$ cat src/rtl/sar_adc_pkg.sv
// Shared constants and FSM state type for the SAR ADC receive controller.
package sar_adc_pkg;

    localparam int ADC_DATA_W = 11;
    localparam int CAL_W      = 3;

    typedef enum logic [1:0] {
        OFF    = 2'd0,
        SETTLE = 2'd1,
        RUN    = 2'd2
    } state_t;

endpackage

$ cat src/rtl/sar_adc_sync_fifo.sv
// Small synchronous FIFO for captured ADC samples.
// Pop data is zero while empty so the stream output has a defined idle value.
module sar_adc_sync_fifo
    import sar_adc_pkg::*;
#(
    parameter int WIDTH = ADC_DATA_W,
    parameter int DEPTH = 4
) (
    input  logic                     clk,
    input  logic                     rst,
    input  logic                     push,
    input  logic [WIDTH-1:0]         push_data,
    input  logic                     pop,
    output logic [WIDTH-1:0]         pop_data,
    output logic                     full,
    output logic                     empty,
    output logic [$clog2(DEPTH):0]   count
);

    localparam int AW = $clog2(DEPTH);
    localparam logic [AW:0] DEPTH_C = (AW + 1)'(DEPTH);

    logic [WIDTH-1:0] mem [DEPTH];
    logic [AW-1:0]    wr_ptr;
    logic [AW-1:0]    rd_ptr;
    logic             do_push;
    logic             do_pop;

    assign empty    = (count == '0);
    assign full     = (count == DEPTH_C);
    assign do_pop   = pop && !empty;
    // A full FIFO still accepts a push when the head leaves in the same cycle.
    assign do_push  = push && (!full || do_pop);
    assign pop_data = empty ? '0 : mem[rd_ptr];

    // Storage write; no reset needed since reads are gated by empty.
    always_ff @(posedge clk) begin
        if (do_push) begin
            mem[wr_ptr] <= push_data;
        end
    end

    // Pointer and occupancy bookkeeping.
    always_ff @(posedge clk or posedge rst) begin
        if (rst) begin
            wr_ptr <= '0;
            rd_ptr <= '0;
            count  <= '0;
        end else begin
            if (do_push) begin
                wr_ptr <= wr_ptr + 1'b1;
            end
            if (do_pop) begin
                rd_ptr <= rd_ptr + 1'b1;
            end
            case ({do_push, do_pop})
                2'b10:   count <= count + 1'b1;
                2'b01:   count <= count - 1'b1;
                default: count <= count;
            endcase
        end
    end

endmodule

$ cat src/rtl/sar_adc_reader.sv
// Receive-side controller for the 10b SAR ADC macro: sample clock generation,
// calibration code drive, READY synchronisation, result capture and streaming.
module sar_adc_reader
    import sar_adc_pkg::*;
#(
    parameter int CLK_DIV     = 16,
    parameter int SYNC_STAGES = 2,
    parameter int FIFO_DEPTH  = 4,
    parameter int SETTLE_CYC  = 8,
    parameter int TIMEOUT_CYC = 64
) (
    input  logic                  CLK,
    input  logic                  RST,
    input  logic                  EN,
    input  logic [CAL_W-1:0]      CAL_CODE,
    input  logic                  ERR_CLR,
    input  logic [ADC_DATA_W-1:0] ADC_B,
    input  logic                  ADC_READY,
    output logic                  ADC_CLK,
    output logic [CAL_W-1:0]      ADC_C,
    output logic [ADC_DATA_W-1:0] OUT_DATA,
    output logic                  OUT_VALID,
    input  logic                  OUT_READY,
    output logic [7:0]            OVERFLOW_CNT,
    output logic                  TIMEOUT_ERR
);

    localparam int SW = $clog2(SETTLE_CYC + 1);
    localparam int CW = $clog2(CLK_DIV);
    localparam int WW = $clog2(TIMEOUT_CYC);
    localparam int NW = $clog2(FIFO_DEPTH) + 1;

    localparam logic [SW-1:0] SETTLE_LAST = SW'(SETTLE_CYC - 1);
    localparam logic [CW-1:0] DIV_LAST    = CW'(CLK_DIV - 1);
    localparam logic [CW-1:0] DIV_HALF    = CW'(CLK_DIV / 2);
    localparam logic [WW-1:0] WD_LAST     = WW'(TIMEOUT_CYC - 1);

    state_t                  state, state_nx;
    logic [SW-1:0]           settle_cnt, settle_nx;
    logic [CW-1:0]           div_cnt, div_nx;
    logic                    adc_clk_nx;
    logic [WW-1:0]           wd_cnt;
    logic                    timeout_set;

    logic [SYNC_STAGES-1:0]  sync_q;
    logic                    ready_prev;
    logic                    sample_ev;
    logic [ADC_DATA_W-1:0]   cap_q;
    logic                    push_q;

    logic                    fifo_full;
    logic                    fifo_empty;
    logic [NW-1:0]           fifo_count;
    logic                    pop;
    logic                    drop;

    // Next-state, settle timer and clock divider.
    always_comb begin
        state_nx  = state;
        settle_nx = settle_cnt;
        div_nx    = div_cnt;
        case (state)
            OFF: begin
                settle_nx = '0;
                div_nx    = '0;
                if (EN) begin
                    state_nx = SETTLE;
                end
            end
            SETTLE: begin
                if (settle_cnt == SETTLE_LAST) begin
                    state_nx  = RUN;
                    settle_nx = '0;
                    div_nx    = '0;
                end else begin
                    settle_nx = settle_cnt + 1'b1;
                end
            end
            RUN: begin
                if (!EN) begin
                    state_nx = OFF;
                    div_nx   = '0;
                end else if (div_cnt == DIV_LAST) begin
                    div_nx = '0;
                end else begin
                    div_nx = div_cnt + 1'b1;
                end
            end
            default: begin
                state_nx = OFF;
            end
        endcase
        // ADC_CLK is registered from the next-state view so it is glitch free
        // and the first high phase lines up with the first RUN cycle.
        adc_clk_nx = (state_nx == RUN) && (div_nx < DIV_HALF);
    end

    // FSM, counters, sample clock and calibration latch.
    always_ff @(posedge CLK or posedge RST) begin
        if (RST) begin
            state      <= OFF;
            settle_cnt <= '0;
            div_cnt    <= '0;
            ADC_CLK    <= 1'b0;
            ADC_C      <= '0;
        end else begin
            state      <= state_nx;
            settle_cnt <= settle_nx;
            div_cnt    <= div_nx;
            ADC_CLK    <= adc_clk_nx;
            if (state == OFF && EN) begin
                ADC_C <= CAL_CODE;
            end
        end
    end

    // READY synchroniser with rising-edge detect after the last stage.
    always_ff @(posedge CLK or posedge RST) begin
        if (RST) begin
            sync_q     <= '0;
            ready_prev <= 1'b0;
        end else begin
            sync_q     <= {sync_q[SYNC_STAGES-2:0], ADC_READY};
            ready_prev <= sync_q[SYNC_STAGES-1];
        end
    end

    assign sample_ev = sync_q[SYNC_STAGES-1] && !ready_prev;

    // Result capture on the event cycle; the FIFO write next cycle re-registers it.
    always_ff @(posedge CLK or posedge RST) begin
        if (RST) begin
            cap_q  <= '0;
            push_q <= 1'b0;
        end else begin
            push_q <= sample_ev;
            if (sample_ev) begin
                cap_q <= ADC_B;
            end
        end
    end

    sar_adc_sync_fifo #(
        .WIDTH (ADC_DATA_W),
        .DEPTH (FIFO_DEPTH)
    ) u_fifo (
        .clk       (CLK),
        .rst       (RST),
        .push      (push_q),
        .push_data (cap_q),
        .pop       (pop),
        .pop_data  (OUT_DATA),
        .full      (fifo_full),
        .empty     (fifo_empty),
        .count     (fifo_count)
    );

    assign OUT_VALID = (fifo_count != '0);
    assign pop       = OUT_READY && !fifo_empty;
    assign drop      = push_q && fifo_full && !pop;

    // Watchdog: counts RUN cycles between sample events.
    always_ff @(posedge CLK or posedge RST) begin
        if (RST) begin
            wd_cnt <= '0;
        end else if (state != RUN || sample_ev || wd_cnt == WD_LAST) begin
            wd_cnt <= '0;
        end else begin
            wd_cnt <= wd_cnt + 1'b1;
        end
    end

    assign timeout_set = (state == RUN) && !sample_ev && (wd_cnt == WD_LAST);

    // Error status; a set or increment in the clear cycle takes priority.
    always_ff @(posedge CLK or posedge RST) begin
        if (RST) begin
            TIMEOUT_ERR  <= 1'b0;
            OVERFLOW_CNT <= '0;
        end else begin
            if (timeout_set) begin
                TIMEOUT_ERR <= 1'b1;
            end else if (ERR_CLR) begin
                TIMEOUT_ERR <= 1'b0;
            end
            if (drop) begin
                if (ERR_CLR) begin
                    OVERFLOW_CNT <= 8'd1;
                end else if (OVERFLOW_CNT != 8'hFF) begin
                    OVERFLOW_CNT <= OVERFLOW_CNT + 8'd1;
                end
            end else if (ERR_CLR) begin
                OVERFLOW_CNT <= '0;
            end
        end
    end

endmodule
$ cat config.mk
export PLATFORM = sky130hd
export DESIGN_NAME = sar_adc_reader
export DESIGN_NICKNAME = d
export VERILOG_FILES = /design/src/rtl/sar_adc_pkg.sv /design/src/rtl/sar_adc_sync_fifo.sv /design/src/rtl/sar_adc_reader.sv
export SDC_FILE = /design/constraint.sdc
export NUM_CORES = 1
export LEC_CHECK = 0
export BUFFER_PORTS_ARGS = -buffer_cell sky130_fd_sc_hd__buf_4
export CAP_MARGIN = 20
export CORE_MARGIN = 8
export CORE_UTILIZATION = 58
export DETAILED_ROUTE_END_ITERATION = 16
export GPL_TIMING_DRIVEN = 0
export PLACE_DENSITY_LB_ADDON = 0.12
export SYNTH_ARGS = -nofsm -noshare
export SYNTH_HDL_FRONTEND = slang
export SYNTH_SLANG_ARGS = --single-unit
$ cat constraint.sdc
create_clock -name CLK -period 2.7 [get_ports CLK]
set_input_delay 0.54 -clock CLK [delete_from_list [all_inputs] [get_ports CLK]]
set_output_delay 0.54 -clock CLK [all_outputs]
set_load 0.03 [all_outputs]
==> flow_summary.yaml <==
power_and_ir_drop:
  pwr-share-seq_pct: 46.3
  p_leak_nw: 1.87
  p_sw_mw: 1.41
  internal_power_mw: 2.76
  sw_frac_of_total_pct: 33.9
  combPwrFrac_pct: 34.6
  peakVddDrop_v: 0.000457
  p_per_area_nw_per_um2: 905
  p_clk_share_pct: 19.1
layout:
  num-nets-final: 357
  final_cell_count_no_fill: 412
  finalInstanceArea_um2: 4610
  drive_gt1_share_pct: 27.7
  diodes: 0
  area_growth_syn_to_layout_pct: 15.3
placement:
  dpl.hpwl_um: 4730
  placed_area_um2: 4440
  portBuffers: 43
  placed_cells: 396
  place.gp.congestion: 0.807
critical_path:
  critPathKind: "reg -> out"
  rr_worst_depth: 10
  critPathMaxFanout: 10
  cp_data_required_time_ns: 2.16
  r2r_start: "u_fifo.count[1]"
  cp-end-kind: "output port"
  r2r_slack_ns: 0.19
  r2r-end: "u_fifo.count[2]"
  critical_path_arrival_ns: 1.98
  startpoint_type: "flip-flop"
logic_synthesis:
  async_reset_ff_share_pct: 53.7
  synthesis.area_um2: 4000
  synth_ff_type: "dfrtp_1"
  ys_top_cells_by_area: "edfxtp_1, dfrtp_1, mux4_2"
  yosysWarnings: 0
  ys_ff_latch: 95
  synth.top_cell.area_share_pct: 33.1
  avgSynthCellArea_um2: 14.7
  seq_area_frac_synth_pct: 65.0
  synth-edff-count: 44
  yosys.area.top_type: "edfxtp_1"
  synthDistinctLibCells: 48
  syn_inst: 272
  syn_nets: 302
clocking:
  clk_path_buf_depth: 2
  cts_hold_buffers: 0
  cts_root_buf: "clkbuf_8"
  cts_resized: 0
  cts_tree: "yes"
  htreeDepth: 3
  clock_sinks: 95
  postCtsSetupBuffers: 0
  clk_latency_ns: 0.35
  cts_buffers: 9
  cts.clk_slew.worst_paths_ns: 0.08
sta:
  worst_pin_slew_ns: 0.644
  fin_setup_tns_ns: 0
  finalHoldViolations: 0
  period_needed_ns: 2.52
  max_freq_mhz: 397
  setup_viol: 0
  period_share_pct: 93.3
  rsz0062_at_grt: "no"
  clock_skew_ns: 0.00755
  slew_violations: 0
  slew_headroom_pct: 57.1
routing:
  wirelength_um: 6900
  ant_nets: 0
  num_vias: 2274
  first_iter_violations: 85
  wire_per_inst_um: 16.7
  firstDrtPassIters: 4
  drc: 0
  via_per_inst: 5.52
worst_hold_path:
  min_path_type: "in -> async"
die:
  start_util_pct: 59.5
  die_w_um: 99.0
  ios: 45
  fp.coreArea_um2: 6720
  row_count: 30
  die_area_um2: 9800
  die_y_um: 99.0
global_route:
  grt-ovfl-total: 0
  grt_max_degree: 35
  grt_pass1_vias: 2366
  grt.total_usage_pct: 15.2
  grt_antenna_before_repair: 0
  grt_pass1_wl_um: 11500
status:
  status: "completed"
run:
  maxCapViolCount: 0
state kept, by name (all words and copies together), names as in the netlist, 2 cells and up:
register	cells
ADC_C	3
u_fifo.rd_ptr	2
div_cnt	4
OVERFLOW_CNT	8
state	2
wd_cnt	6
u_fifo.wr_ptr	2
sync_q	2
u_fifo.mem	44
settle_cnt	4
u_fifo.count	3
cap_q	11
Yosys cell counts (all sizes together) (3+ instances only):
cell type   n
nor2b       6
o31ai       3
xnor2       6
mux2       14
or4         3
nor2       12
and2       17
a22o        3
dfrtp      51
xor2        4
nand3       7
nand2      15
mux4       11
a21oi       5
and3        3
clkbuf      6
edfxtp     44
inv         9
ha          9
buf         4
o21ai      10
worst max-delay path by stage:
stage                           from              end  slack [ns]  cells past startpoint
finish              u_fifo.rd_ptr[0]      OUT_DATA[2]        0.18                      4
floorplan                  OUT_READY  u_fifo.count[2]        0.34                     10
global route        u_fifo.rd_ptr[0]      OUT_DATA[5]        0.04                      4
detailed placement         OUT_READY  u_fifo.count[2]      -0.002                     11
global placement           OUT_READY  u_fifo.count[2]        0.04                     11
CTS                 u_fifo.rd_ptr[0]      OUT_DATA[8]        0.06                      4
critical path, stage by stage, from the launching register on:
cell	delay, ns
dfrtp_1	0.46
clkbuf_4	0.32
mux4_2	0.51
and2_1	0.17
buf_4	0.16
logic make-up after synthesis:
group                      share of synthesized area [%]
buffers and inverters                               2.00
adders and majority gates                           3.32
muxes                                               10.4
DFF                                                 65.0
AOI/OAI and AO/OA                                   5.04
xor gates and xnor gates                            2.19
and+or+nand+nor                                     12.0
metrics by stage:
| stage | hold slack [ns] | power (mW) | util (%) | worst slack (ns) |
|---|---|---|---|---|
| after floorplan | 0.331 | 2.96 | - | 0.339 |
| after global placement | 0.334 | 3.38 | 65.8 | 0.0449 |
| after detailed placement | 0.343 | 3.43 | 66.1 | -0.00244 |
| after CTS | 0.177 | 4.23 | 68.5 | 0.0608 |
| after global routing | 0.195 | 4.43 | 68.5 | 0.0374 |
| final | 0.184 | 4.17 | 68.5 | 0.182 |
per-layer routing:
metal	routed length, um	global-route usage (%)	up-vias	part of all wire (%)
met5	0	0	-	0
met4	38	5.31	0	0.55
met3	348	5.36	2	5.0
met2	3450	24.3	46	50
met1	3060	18.7	1116	44
li1	-	-	1110	-
power groups by stage:
stage          registers, mW  clock network [mW]  logic (mW)
6_report                1.93               0.796        1.44
5_1_grt                 1.96               0.894        1.57
4_1_cts                 1.93               0.826        1.47
3_5_place_dp            1.97                   0        1.46
3_3_place_gp            1.95                   0        1.43
2_1_floorplan           1.98                   0       0.989
cells in the final DEF, fill, tap and decap left out, drive strengths merged, types with 2 or more instances in the layout:
| cell | n |
|---|---|
| dfrtp | 51 |
| buf | 47 |
| edfxtp | 44 |
| and2 | 17 |
| clkbuf | 17 |
| nand2 | 15 |
| mux2 | 14 |
| nor2 | 12 |
| mux4 | 11 |
| o21ai | 10 |
| ha | 9 |
| inv | 9 |
| nand3 | 7 |
| nor2b | 6 |
| xnor2 | 6 |
| a21oi | 5 |
| clkinv | 5 |
| xor2 | 4 |
| o31ai | 3 |
| a22o | 3 |
| or4 | 3 |
| and3 | 3 |
| nand2b | 2 |
| nand3b | 2 |
| or3b | 2 |
| nor3 | 2 |
| and4 | 2 |
| a211oi | 2 |
| nand4 | 2 |
| nor4b | 2 |
cell type report:
| type | count | area (um^2) |
|---|---|---|
| Clock buffer | 10 | 128 |
| Fill cell | 483 | 2110 |
| Timing Repair Buffer | 44 | 343 |
| Multi-Input combinational cell | 158 | 1320 |
| Tap cell | 80 | 100 |
| Inverter | 9 | 33.8 |
| Sequential cell | 95 | 2600 |
| Buffer | 10 | 48.8 |
| Clock inverter | 6 | 37.5 |
Power figures use the tool's default switching activity.
